File: src/rtl/mul_seq_arbiter.sv
// Two-port arbiter and sequencer for the iterative shift-add multiplier: grant, clear, N_CYCLES steps, OUT, capture.
// Optional MUL_SEQ_SIGNED_EN adds per-request sgn inputs for signed operation via magnitude and result negation.
module mul_seq_arbiter #(
  parameter int           WIDTH      = 32,
  parameter int           N_CYCLES   = 32,
  parameter logic [5:0]   MULTU_CODE = 6'b011001,
  parameter logic [5:0]   OUT_CODE   = 6'b111111,
  parameter logic [5:0]   IDLE_CODE  = 6'b000000
) (
  input  logic               clk,
  input  logic               reset,
  input  logic               req0,
  input  logic [WIDTH-1:0]   a0,
  input  logic [WIDTH-1:0]   b0,
  input  logic               req1,
  input  logic [WIDTH-1:0]   a1,
  input  logic [WIDTH-1:0]   b1,
`ifdef MUL_SEQ_SIGNED_EN
  input  logic               sgn0,
  input  logic               sgn1,
`endif
  output logic               grant0,
  output logic               grant1,
  output logic               done0,
  output logic               done1,
  output logic               busy,
  output logic [WIDTH-1:0]   hi,
  output logic [WIDTH-1:0]   lo,
  output logic               mul_reset,
  output logic [5:0]         mul_signal,
  output logic [WIDTH-1:0]   mul_dataA,
  output logic [WIDTH-1:0]   mul_dataB,
  input  logic [2*WIDTH-1:0] mul_dataOut
);

  localparam int CNT_W = $clog2(N_CYCLES + 1);

  typedef enum logic [2:0] {S_IDLE, S_CLEAR, S_RUN, S_OUT, S_CAPTURE} state_t;

  state_t             state;
  logic               rr_ptr;
  logic               owner;
  logic [CNT_W-1:0]   cnt;
  logic               elig0, elig1, pick1, win;
  logic [WIDTH-1:0]   sel_a, sel_b, op_a, op_b;
  logic [2*WIDTH-1:0] result;

`ifdef MUL_SEQ_SIGNED_EN
  logic sel_sgn, sel_neg, neg;

  function automatic logic [WIDTH-1:0] abs_val(input logic [WIDTH-1:0] v);
    return v[WIDTH-1] ? (~v + 1'b1) : v;
  endfunction

  function automatic logic [2*WIDTH-1:0] neg_prod(input logic [2*WIDTH-1:0] p);
    return ~p + 1'b1;
  endfunction
`endif

  // Arbitration: a requester whose done is showing this cycle sits out, letting the other win.
  always_comb begin
    elig0  = req0 & ~done0;
    elig1  = req1 & ~done1;
    pick1  = elig1 & (~elig0 | rr_ptr);
    win    = (state == S_IDLE) & (elig0 | elig1);
    grant0 = win & ~pick1;
    grant1 = win & pick1;
    sel_a  = pick1 ? a1 : a0;
    sel_b  = pick1 ? b1 : b0;
`ifdef MUL_SEQ_SIGNED_EN
    sel_sgn = pick1 ? sgn1 : sgn0;
    sel_neg = sel_sgn & (sel_a[WIDTH-1] ^ sel_b[WIDTH-1]);
    op_a    = sel_sgn ? abs_val(sel_a) : sel_a;
    op_b    = sel_sgn ? abs_val(sel_b) : sel_b;
    result  = neg ? neg_prod(mul_dataOut) : mul_dataOut;
`else
    op_a    = sel_a;
    op_b    = sel_b;
    result  = mul_dataOut;
`endif
  end

  assign mul_reset = reset | (state == S_CLEAR);

  // mul_signal and busy are registered with the value belonging to the next state.
  always_ff @(posedge clk) begin
    if (reset) begin
      state      <= S_IDLE;
      rr_ptr     <= 1'b0;
      owner      <= 1'b0;
      cnt        <= '0;
      hi         <= '0;
      lo         <= '0;
      done0      <= 1'b0;
      done1      <= 1'b0;
      busy       <= 1'b0;
      mul_signal <= IDLE_CODE;
      mul_dataA  <= '0;
      mul_dataB  <= '0;
`ifdef MUL_SEQ_SIGNED_EN
      neg        <= 1'b0;
`endif
    end else begin
      done0 <= 1'b0;
      done1 <= 1'b0;
      case (state)
        S_IDLE: begin
          if (win) begin
            mul_dataA  <= op_a;
            mul_dataB  <= op_b;
            owner      <= pick1;
            rr_ptr     <= ~pick1;
            busy       <= 1'b1;
            mul_signal <= IDLE_CODE;
            state      <= S_CLEAR;
`ifdef MUL_SEQ_SIGNED_EN
            neg        <= sel_neg;
`endif
          end
        end
        S_CLEAR: begin
          cnt        <= '0;
          mul_signal <= MULTU_CODE;
          state      <= S_RUN;
        end
        S_RUN: begin
          cnt <= cnt + 1'b1;
          if (cnt == CNT_W'(N_CYCLES - 1)) begin
            mul_signal <= OUT_CODE;
            state      <= S_OUT;
          end
        end
        S_OUT: begin
          mul_signal <= IDLE_CODE;
          state      <= S_CAPTURE;
        end
        S_CAPTURE: begin
          {hi, lo} <= result;
          done0    <= ~owner;
          done1    <= owner;
          busy     <= 1'b0;
          state    <= S_IDLE;
        end
        default: begin
          mul_signal <= IDLE_CODE;
          busy       <= 1'b0;
          state      <= S_IDLE;
        end
      endcase
    end
  end

endmodule

File: config.mk
export PLATFORM = sky130hd
export DESIGN_NAME = mul_seq_arbiter
export DESIGN_NICKNAME = d
export VERILOG_FILES = /design/src/rtl/mul_seq_arbiter.sv
export SDC_FILE = /design/constraint.sdc
export NUM_CORES = 1
export LEC_CHECK = 0
export CORE_AREA = 2 2 129 131
export DETAILED_ROUTE_END_ITERATION = 10
export DIE_AREA = 0 0 131 133
export GPL_TIMING_DRIVEN = 0
export MAX_ROUTING_LAYER = met4
export PLACE_DENSITY = 0.74
export SLEW_MARGIN = 20
export SYNTH_ARGS = -nofsm -noshare
export SYNTH_HDL_FRONTEND = slang
export SYNTH_SLANG_ARGS = --single-unit
File: constraint.sdc
create_clock -name clk -period 5.5 [get_ports clk]
set_input_delay 1.1 -clock clk [delete_from_list [all_inputs] [get_ports clk]]
set_output_delay 1.1 -clock clk [all_outputs]
set_load 0.05 [all_outputs]
# Word-level counts from Yosys, hierarchy flattened
# Cells that the tools add are included.
[word_totals]
ff_bits = 148
output_inout_bits = 140
word_cells = 55
[classes]
add_sub_neg = 1
eq_ne = 7
mux = 11
n_bitwise = 16
n_reduce_logical = 8
[op_table]
columns = ["op", "n"]
rows = [
  ["$mux 32", 2],
  ["$pmux 6 s4", 1],
  ["$mux 6", 2],
  ["$pmux 3 s4", 1],
  ["$pmux 6 s2", 1],
  ["$not 1->1", 7],
  ["$add 6x1->6 const B", 1],
  ["$and 1x1->1", 6],
  ["$eq 3x2->1 const B", 2],
  ["$eq 6x5->1 const B", 1],
  ["$mux 3", 2],
  ["$reduce_and 2->1", 3],
  ["$ne 2x2->1 const B", 2],
  ["$eq 3x1->1 const B", 1],
  ["$eq 3x3->1 const B", 1],
  ["$logic_not 3->1", 1],
  ["$or 1x1->1", 3],
  ["$reduce_and 3->1", 1],
  ["$reduce_or 3->1", 1],
  ["$pmux 1 s2", 1],
  ["$reduce_bool 2->1", 1],
  ["$reduce_or 2->1", 1],
  ["$mux 1", 1],
]

# Logic depth before layout (Yosys ltp)
# Gate-level depths: netlist of run 1.
[logic_depth]
ltp_word = 7
mapped_depth = 7
ltp_nobuf = 5

# Worst setup path after synthesis of run 1
# Ideal clock, no wire load.
[synth_timing]
path_type = "input port to output port"
start = "input req1"
end = "output grant0"
arrival_time_ns = 2.625
t_required_ns = 4.400
setup_slack_ns = 1.775
stages = 3
cell_sequence = "nor2b_1 nor2_1 nor3_1"
[synth_between]
elab_chain_cells = 4
elab_cells_between_ends = 6
[synth_lines]
columns = ["item", "line_no", "rtl"]
rows = [
  ["from (decl)", "15", "input logic req1,"],
  ["$and 1x1->1 (*)", "63", "elig1 = req1 & ~done1;"],
  ["$or 1x1->1 or $and 1x1->1 (tied branches)", "65, 64", ""],
  ["$and 1x1->1 or $not 1->1 (tied branches)", "65, 66", ""],
  ["$and 1x1->1 (*)", "66", "grant0 = win & ~pick1;"],
  ["to (decl)", "22", "output logic grant0,"],
]
# Every way passes the cells marked *; elsewhere a longest branch is shown, timed or not.

# Final worst setup path of run 1
[layout_timing]
start = "input req1"
end = "output grant1"
[layout_between]
elab_chain_cells = 4
elab_cells_between_ends = 5
[layout_lines]
columns = ["item", "line_no", "rtl"]
rows = [
  ["$and 1x1->1 (*)", "63", ""],
  ["$or 1x1->1", "65", "win = (state == S_IDLE) & (elig0 | elig1);"],
  ["$and 1x1->1", "65", ""],
  ["$and 1x1->1 (*)", "67", "grant1 = win & pick1;"],
  ["to (decl)", "23", "output logic grant1,"],
]
# Marked as above.

==> qor.csv, run 1 <==
metric,value,unit
largest net degree at the start of global routing,17,
area delta synth->final,77.3,%
crit path launch,req1,
syn avg cell area,9.23,um2
outcome,"finished, final reports clean",
clock buffer depth,2,
"Net Count, Synth",791,
Core ar.,16200,um2
Initial DRT Pass Iterations,6,
htree depth,4,
PwrDens,352,nW/um2
vias per cell,4.74,
DRC Markers,0,
hold path start,owner$_SDFFE_PP0P_,
worst slack at placement,1.20,ns
Vert. Die Dim,133,um
first-pass GRT wire length,27800,um
hold_buf cts,0,
Final WS setup,1.21,ns
I/O Buffers,335,
met1 Usage GRT,23.0,%
clock group share of total power,34.1,%
cts repair resizes,0,
clock insertion delay at the later pin of the skew report,0.42,ns
RSZ-0062 raised after global routing,no,
actual slew at the worst max-slew pin,1.02,ns
reg2reg path depth,6,
die footprint,17400,um2
met2 Use GR,36.8,%
# diodes,0,
leakage,3.99,nW
Critical Path Max Stage Delay,0.84,ns
Hold Path Depth,1,
ANT nets after route,0,
setup TNS,0,ns
met3 usage,7.20,%
fin crit share,77.9,%
Initial Util,33.9,%
share of cells above drive strength 1,4.78,%
placed cells,1150,
CP Cell Sequence,clkdlybuf4s50_1 > nor2b_1 > o21a_1 > and2_1 > clkdlybuf4s50_1,
CP arrival,3.19,ns
minimum clock period,4.29,ns
sequential share of power,35.3,%
cell mode on critical path,clkdlybuf4s50_1,
worst reg2reg startpoint,done1$_SDFF_PP0_,
Yosys warning count,0,
element type at the critical path end,output port,
Int Pwr,2.32,mW
GR Util All Layers,21.6,%
Max-Cap Viols,0,
vias in the first global route,5343,
Post-CTS Setup Bufs,0,
Pins Over Slew Limit,0,
fin area,9730,um2
post-detailed-route wirelength per cell,15.9,um
post-synthesis cell area,5490,um2
clock-pin slew of the registers on the worst-case setup and hold paths,0.06,ns
Final Util,60.2,%
root buf cell,clkbuf_16,
Seq cells post-synth,144,
Die X,131,um
placed cell area,9130,um2
Final Hold Viols,0,
GR Overflow Total,0,
Worst Hold Slack,0.444,ns
Post-Syn Instances,594,
kind of critical path,primary input to output port,
initial antenna violation count,0,
CTS tree,yes,
Comb pwr share,30.6,%
final net count,1146,
Worst Path Required,4.40,ns
# setup viols final,0,
Initial DRC Count,178,
sequential element share of the synthesized area,52.6,%
"Max stage delay cell, worst path",clkdlybuf4s50_1,
Core Rows,47,
Net Sw Frac,32.4,%
crit path launch type,primary input,
Non-Filler Instances,1182,
Layout Skew,0.00896,ns
Routed WL,18800,um
IO Count,336,
max_slew headroom,32.0,%
Final Power,3.43,mW
Placer Congestion,0.830,
Min-Delay Path Class,flip-flop to flip-flop,
total CTS buffers,17,
gr busiest metal,met2,
critical-path maximum fanout,5,
via count,5608,
switching pwr,1.11,mW
"Distinct cells, synth",39,
Peak VDD IR,0.203,mV
post-DP HPWL,14600,um
fmax,233,MHz
Num Clock Sinks,144,
area by class of cell:
class | instances | area, um2
flip-flops and latches | 144 | 2880
multi-input cells | 397 | 2340
well taps | 220 | 275
plain buffers | 50 | 249
clock inverters | 7 | 97.6
clock buffers | 25 | 505
repair buffers | 336 | 3360
fillers | 1428 | 6440
inverters | 3 | 11.3
Yosys cell counts:
library cell  instances  area share, %
ha_1                  1           0.23
nor3_1                7           0.64
nand4_1               2           0.23
mux2i_1               4           0.73
or4b_2                1           0.18
nor4b_1               1           0.16
nand3b_1              1           0.14
inv_1                 3           0.21
buf_2                 1          0.091
a211oi_1              1           0.14
nor3b_1               3           0.41
nor4bb_1              1           0.18
or3_4                 1           0.21
a211o_1               1           0.16
a22o_1               64             10
o311ai_0              1           0.16
nor2_1               12           0.82
a21oi_1              72            6.6
a2111oi_4             1           0.50
or3b_2                1           0.16
o21ai_0               3           0.27
nor2b_1               5           0.57
a31oi_1               2           0.23
dfxtp_1             144             53
or2_2                 1           0.11
o31ai_1               1           0.14
nand2_1             132            9.0
a21o_1               65            8.9
buf_1                 2           0.14
xnor2_1               1           0.16
o21a_1                1           0.14
buf_6                 6            1.2
nand3_1               2           0.18
o2111a_1              1           0.21
buf_4                 4           0.55
clkbuf_1             37            2.5
o211ai_1              1           0.14
nand2b_1              4           0.46
and2_1                3           0.34
power groups by stage:
stage / sequential, mW / combinational, mW / clock [mW]
after floorplan: 1.57 / 0.281 / 0
after global placement: 1.23 / 1.05 / 0
after detailed placement: 1.23 / 1.05 / 0
after CTS: 1.21 / 1.06 / 1.19
after global routing: 1.23 / 1.10 / 1.23
final: 1.21 / 1.05 / 1.17
kinds of logic after synthesis:
group | after synthesis | synth area share, %
buffers and inverters | 53 | 4.74
flip-flops | 144 | 52.6
AO/OA/AOI/OAI | 214 | 27.8
multiplexers | 4 | 0.730
adder cells (fa/ha/maj) | 1 | 0.228
AND/OR/NAND/NOR | 177 | 13.8
XOR/XNOR | 1 | 0.160
critical path: cells and delay by family:
kind | cells | cell delay (ns)
buffers and inverters | 2 | 1.31
AND/OR/NAND/NOR | 2 | 0.54
AO/OA/AOI/OAI | 1 | 0.23
per-layer routing:
layer,vias up,part of all wire (%)
met5,-,0
li1,2791,-
met1,2532,39
met4,0,1.8
met2,254,50
met3,31,9.2
state kept, by name, indices dropped and copies added, names as in the netlist:
signal,cells
state,3
lo,32
mul_dataA,32
done0,1
mul_signal,2
busy,1
cnt,6
done1,1
hi,32
mul_dataB,32
rr_ptr,1
owner,1
cell usage in the layout (no fill, tap or decap), types with 2 or more instances in the layout:
master / Yosys / layout
a21o_1: 65 / 65
a21oi_1: 72 / 72
a22o_1: 64 / 64
a31oi_1: 2 / 2
and2_1: 3 / 3
buf_1: 2 / 2
buf_4: 4 / 4
buf_6: 6 / 7
bufinv_16: 0 / 2
clkbuf_1: 37 / 40
clkbuf_16: 0 / 17
clkbuf_8: 0 / 5
clkdlybuf4s50_1: 0 / 335
clkinvlp_4: 0 / 2
dfxtp_1: 144 / 144
inv_1: 3 / 3
inv_6: 0 / 2
mux2i_1: 4 / 4
nand2_1: 132 / 132
nand2b_1: 4 / 4
nand3_1: 2 / 2
nand4_1: 2 / 2
nor2_1: 12 / 12
nor2b_1: 5 / 5
nor3_1: 7 / 7
nor3b_1: 3 / 3
o21ai_0: 3 / 3
worst paths after layout:
kind	endpoint	slack, ns
min	done0$_SDFF_PP0_	0.44
min reg2reg	done0$_SDFF_PP0_	0.44
max reg2reg	mul_dataB[13]$_SDFFE_PP0P_	3.19
max	grant1	1.21
Note: power is estimated with default switching activity, not from simulation.
==> run 2, diff against run 1 <==
Settings changed: CORE_AREA 2 2 129 131 to unset, CORE_MARGIN set to 1.5, CORE_UTILIZATION set to 34, DIE_AREA 0 0 131 133 to unset, PLACE_DENSITY 0.74 to 0.77.
Clock period 5.5 ns to 3.6 ns, I/O delays scaled along.
==> qor.csv, run 2 (same netlist as run 1, synthesis figures left out) <==
metric,value,unit,change
outcome,"finished, final reports clean",,
initial antenna violation count,0,,unchanged
root buf cell,clkbuf_16,,
crit path launch type,primary input,,
CP arrival,2.64,ns,-0.55 ns
Worst Path Required,2.88,ns,-1.52 ns
clock buffer depth,2,,unchanged
total CTS buffers,17,,unchanged
PwrDens,552,nW/um2,+56%
post-detailed-route wirelength per cell,16.1,um,+0.81%
setup TNS,0,ns,unchanged
Hold Path Depth,1,,unchanged
# setup viols final,0,,unchanged
actual slew at the worst max-slew pin,0.913,ns,-0.103 ns
cell mode on critical path,clkdlybuf4s50_1,,
clock insertion delay at the later pin of the skew report,0.41,ns,about the same
CTS tree,yes,,
Critical Path Max Stage Delay,0.82,ns,-0.02 ns
Pins Over Slew Limit,0,,unchanged
Final Hold Viols,0,,unchanged
max_slew headroom,39.1,%,+7.1 points
vias in the first global route,5294,,-0.92%
Layout Skew,0.00718,ns,-0.00178 ns
minimum clock period,3.36,ns,
CP Cell Sequence,clkdlybuf4s50_1 > clkbuf_1 > nor2_1 > inv_1 > clkdlybuf4s50_1,,
"commonest non-fill, non-tap cell in the layout",clkdlybuf4s50_1,,
Initial DRC Count,277,,+56%
Peak VDD IR,0.343,mV,+69%
"Max stage delay cell, worst path",clkdlybuf4s50_1,,
crit path buf inv count,4,,+2
RSZ-0062 raised after global routing,no,,
die footprint,16900,um2,-3.0%
Placer Congestion,0.804,,-3.2%
Max-Cap Viols,0,,unchanged
ANT nets after route,0,,unchanged
Final WS setup,0.239,ns,-0.975 ns
Routed WL,18900,um,+0.39%
hold_buf cts,0,,unchanged
via count,5612,,+0.071%
Die X,130,um,-0.75%
htree depth,4,,unchanged
IO Count,336,,unchanged
Num Clock Sinks,144,,unchanged
kind of critical path,primary input to output port,,
Min-Delay Path Class,flip-flop to flip-flop,,
reg2reg path depth,5,,-1
fin crit share,93.4,%,
share of cells above drive strength 1,4.89,%,+0.11 points
element type at the critical path end,output port,,
leakage,4.03,nW,+1.1%
post-DP HPWL,14700,um,+0.26%
Vert. Die Dim,130,um,-2.2%
first-pass GRT wire length,27400,um,-1.3%
largest net degree at the start of global routing,17,,unchanged
area delta synth->final,78.0,%,
clock-pin slew of the registers on the worst-case setup and hold paths,0.06,ns,about the same
crit-path leading delay family,buffers and inverters,,
critical-path maximum fanout,10,,+5
Initial DRT Pass Iterations,4,,-2
most frequent cells in the layout,"clkdlybuf4s50_1 (333), dfxtp_1 (144), nand2_1 (132), a21oi_1 (72), a21o_1 (65)",,
# diodes,0,,unchanged
DRC Markers,0,,unchanged
CP Depth,5,,unchanged
worst slack at placement,0.0714,ns,-1.13 ns
Core Rows,46,,-2.1%
Core ar.,15800,um2,-2.1%
GR Overflow Total,0,,unchanged
Initial Util,34.7,%,+0.74 points
fmax,297,MHz,
GR Util All Layers,21.9,%,+0.32 points
final net count,1145,,-0.087%
vias per cell,4.77,,+0.50%
I/O Buffers,335,,unchanged
==> run 2: cell types whose count changed in the layout (fill, tap and decap cells not counted) <==
cell,previous run,this run
clkinv_4,0,1
clkbuf_8,5,1
clkbuf_1,40,38
clkdlybuf4s50_1,335,333
buf_6,7,6
bufinv_16,2,5
dlymetal6s2s_1,0,2
clkinv_2,1,2
clkinvlp_4,2,3
==> run 2: repair_timing <==
action,in CTS,in global routing
setup buffers,0,0
endpoints found under the setup margin,0,2
resized for setup,0,2
==> run 2: area by class of cell <==
cell class | instances | area [um2]
Fill cell | 1342 | 6060
Timing Repair Buffer | 335 | 3360
Multi-Input combinational cell | 397 | 2340
Buffer | 50 | 249
Clock inverter | 13 | 209
Clock buffer | 19 | 443
Tap cell | 216 | 270
Inverter | 3 | 11.3
Sequential cell | 144 | 2880
==> run 2: routing by layer <==
layer	up-vias	wire [um]	track usage (%)	part of all wire [%]
li1	2786	-	-	-
met1	2616	7880	25.8	42
met2	178	9440	36.0	50
met3	32	1080	5.54	5.7
met4	0	505	8.24	2.7
met5	-	0	-	0
==> run 2: through the flow <==
step	std cells	utilization (%)	total power [mW]	area [um2]	hold WS, ns
CTS	1177	61.7	5.44	9760	0.452
floorplan	594	-	2.83	5490	0.416
finish	1177	61.7	5.39	9770	0.447
detailed placement	1145	57.5	3.49	9110	0.438
global route	1177	61.7	5.59	9770	0.462
global placement	1145	57.5	3.47	9110	0.431
==> run 2: final timing paths <==
path	from	to	slack, ns
setup / recovery	reset	mul_reset	0.24
hold / removal	mul_dataB[3]$_SDFFE_PP0P_	mul_dataB[3]$_SDFFE_PP0P_	0.45
hold reg to reg	mul_dataB[3]$_SDFFE_PP0P_	mul_dataB[3]$_SDFFE_PP0P_	0.45
setup reg to reg	state[2]$_SDFFE_PP0P_	mul_dataA[25]$_SDFFE_PP0P_	1.39
==> run 2: worst reg2reg max path, cell delays in order, from the launching register on <==
cell and delay [ns]:
dfxtp_1 0.38, or3_4 0.44, a2111oi_4 0.80, buf_6 0.24, a22o_1 0.20, a21o_1 0.10
==> run 2: where the power goes <==
group          internal (mW)  total [mW]  switching [mW]
Sequential              1.76        1.85          0.0934
Combinational          0.661        1.60           0.939
Clock                   1.25        1.93           0.682
Total                   3.67        5.39            1.72
==> run 3, diff against run 2 <==
Settings changed: CORE_AREA set to 2 2 129 131, CORE_MARGIN 1.5 to unset, CORE_UTILIZATION 34 to unset, DIE_AREA set to 0 0 131 133, PLACE_DENSITY 0.77 to 0.74.
Clock period 3.6 ns to 3.8 ns, I/O delays scaled along.
==> results of run 3 <==
The final DEF is identical to that of run 1. Status: finished, final reports clean.
Main changes from that run: setup slack after placement 1.20 ns -> 0.179 ns; setup slack after layout 1.21 ns -> 0.193 ns; register-to-register setup slack 3.19 ns -> 1.49 ns; total power 3.43 mW -> 4.96 mW; worst IR drop on VDD 0.203 mV -> 0.294 mV
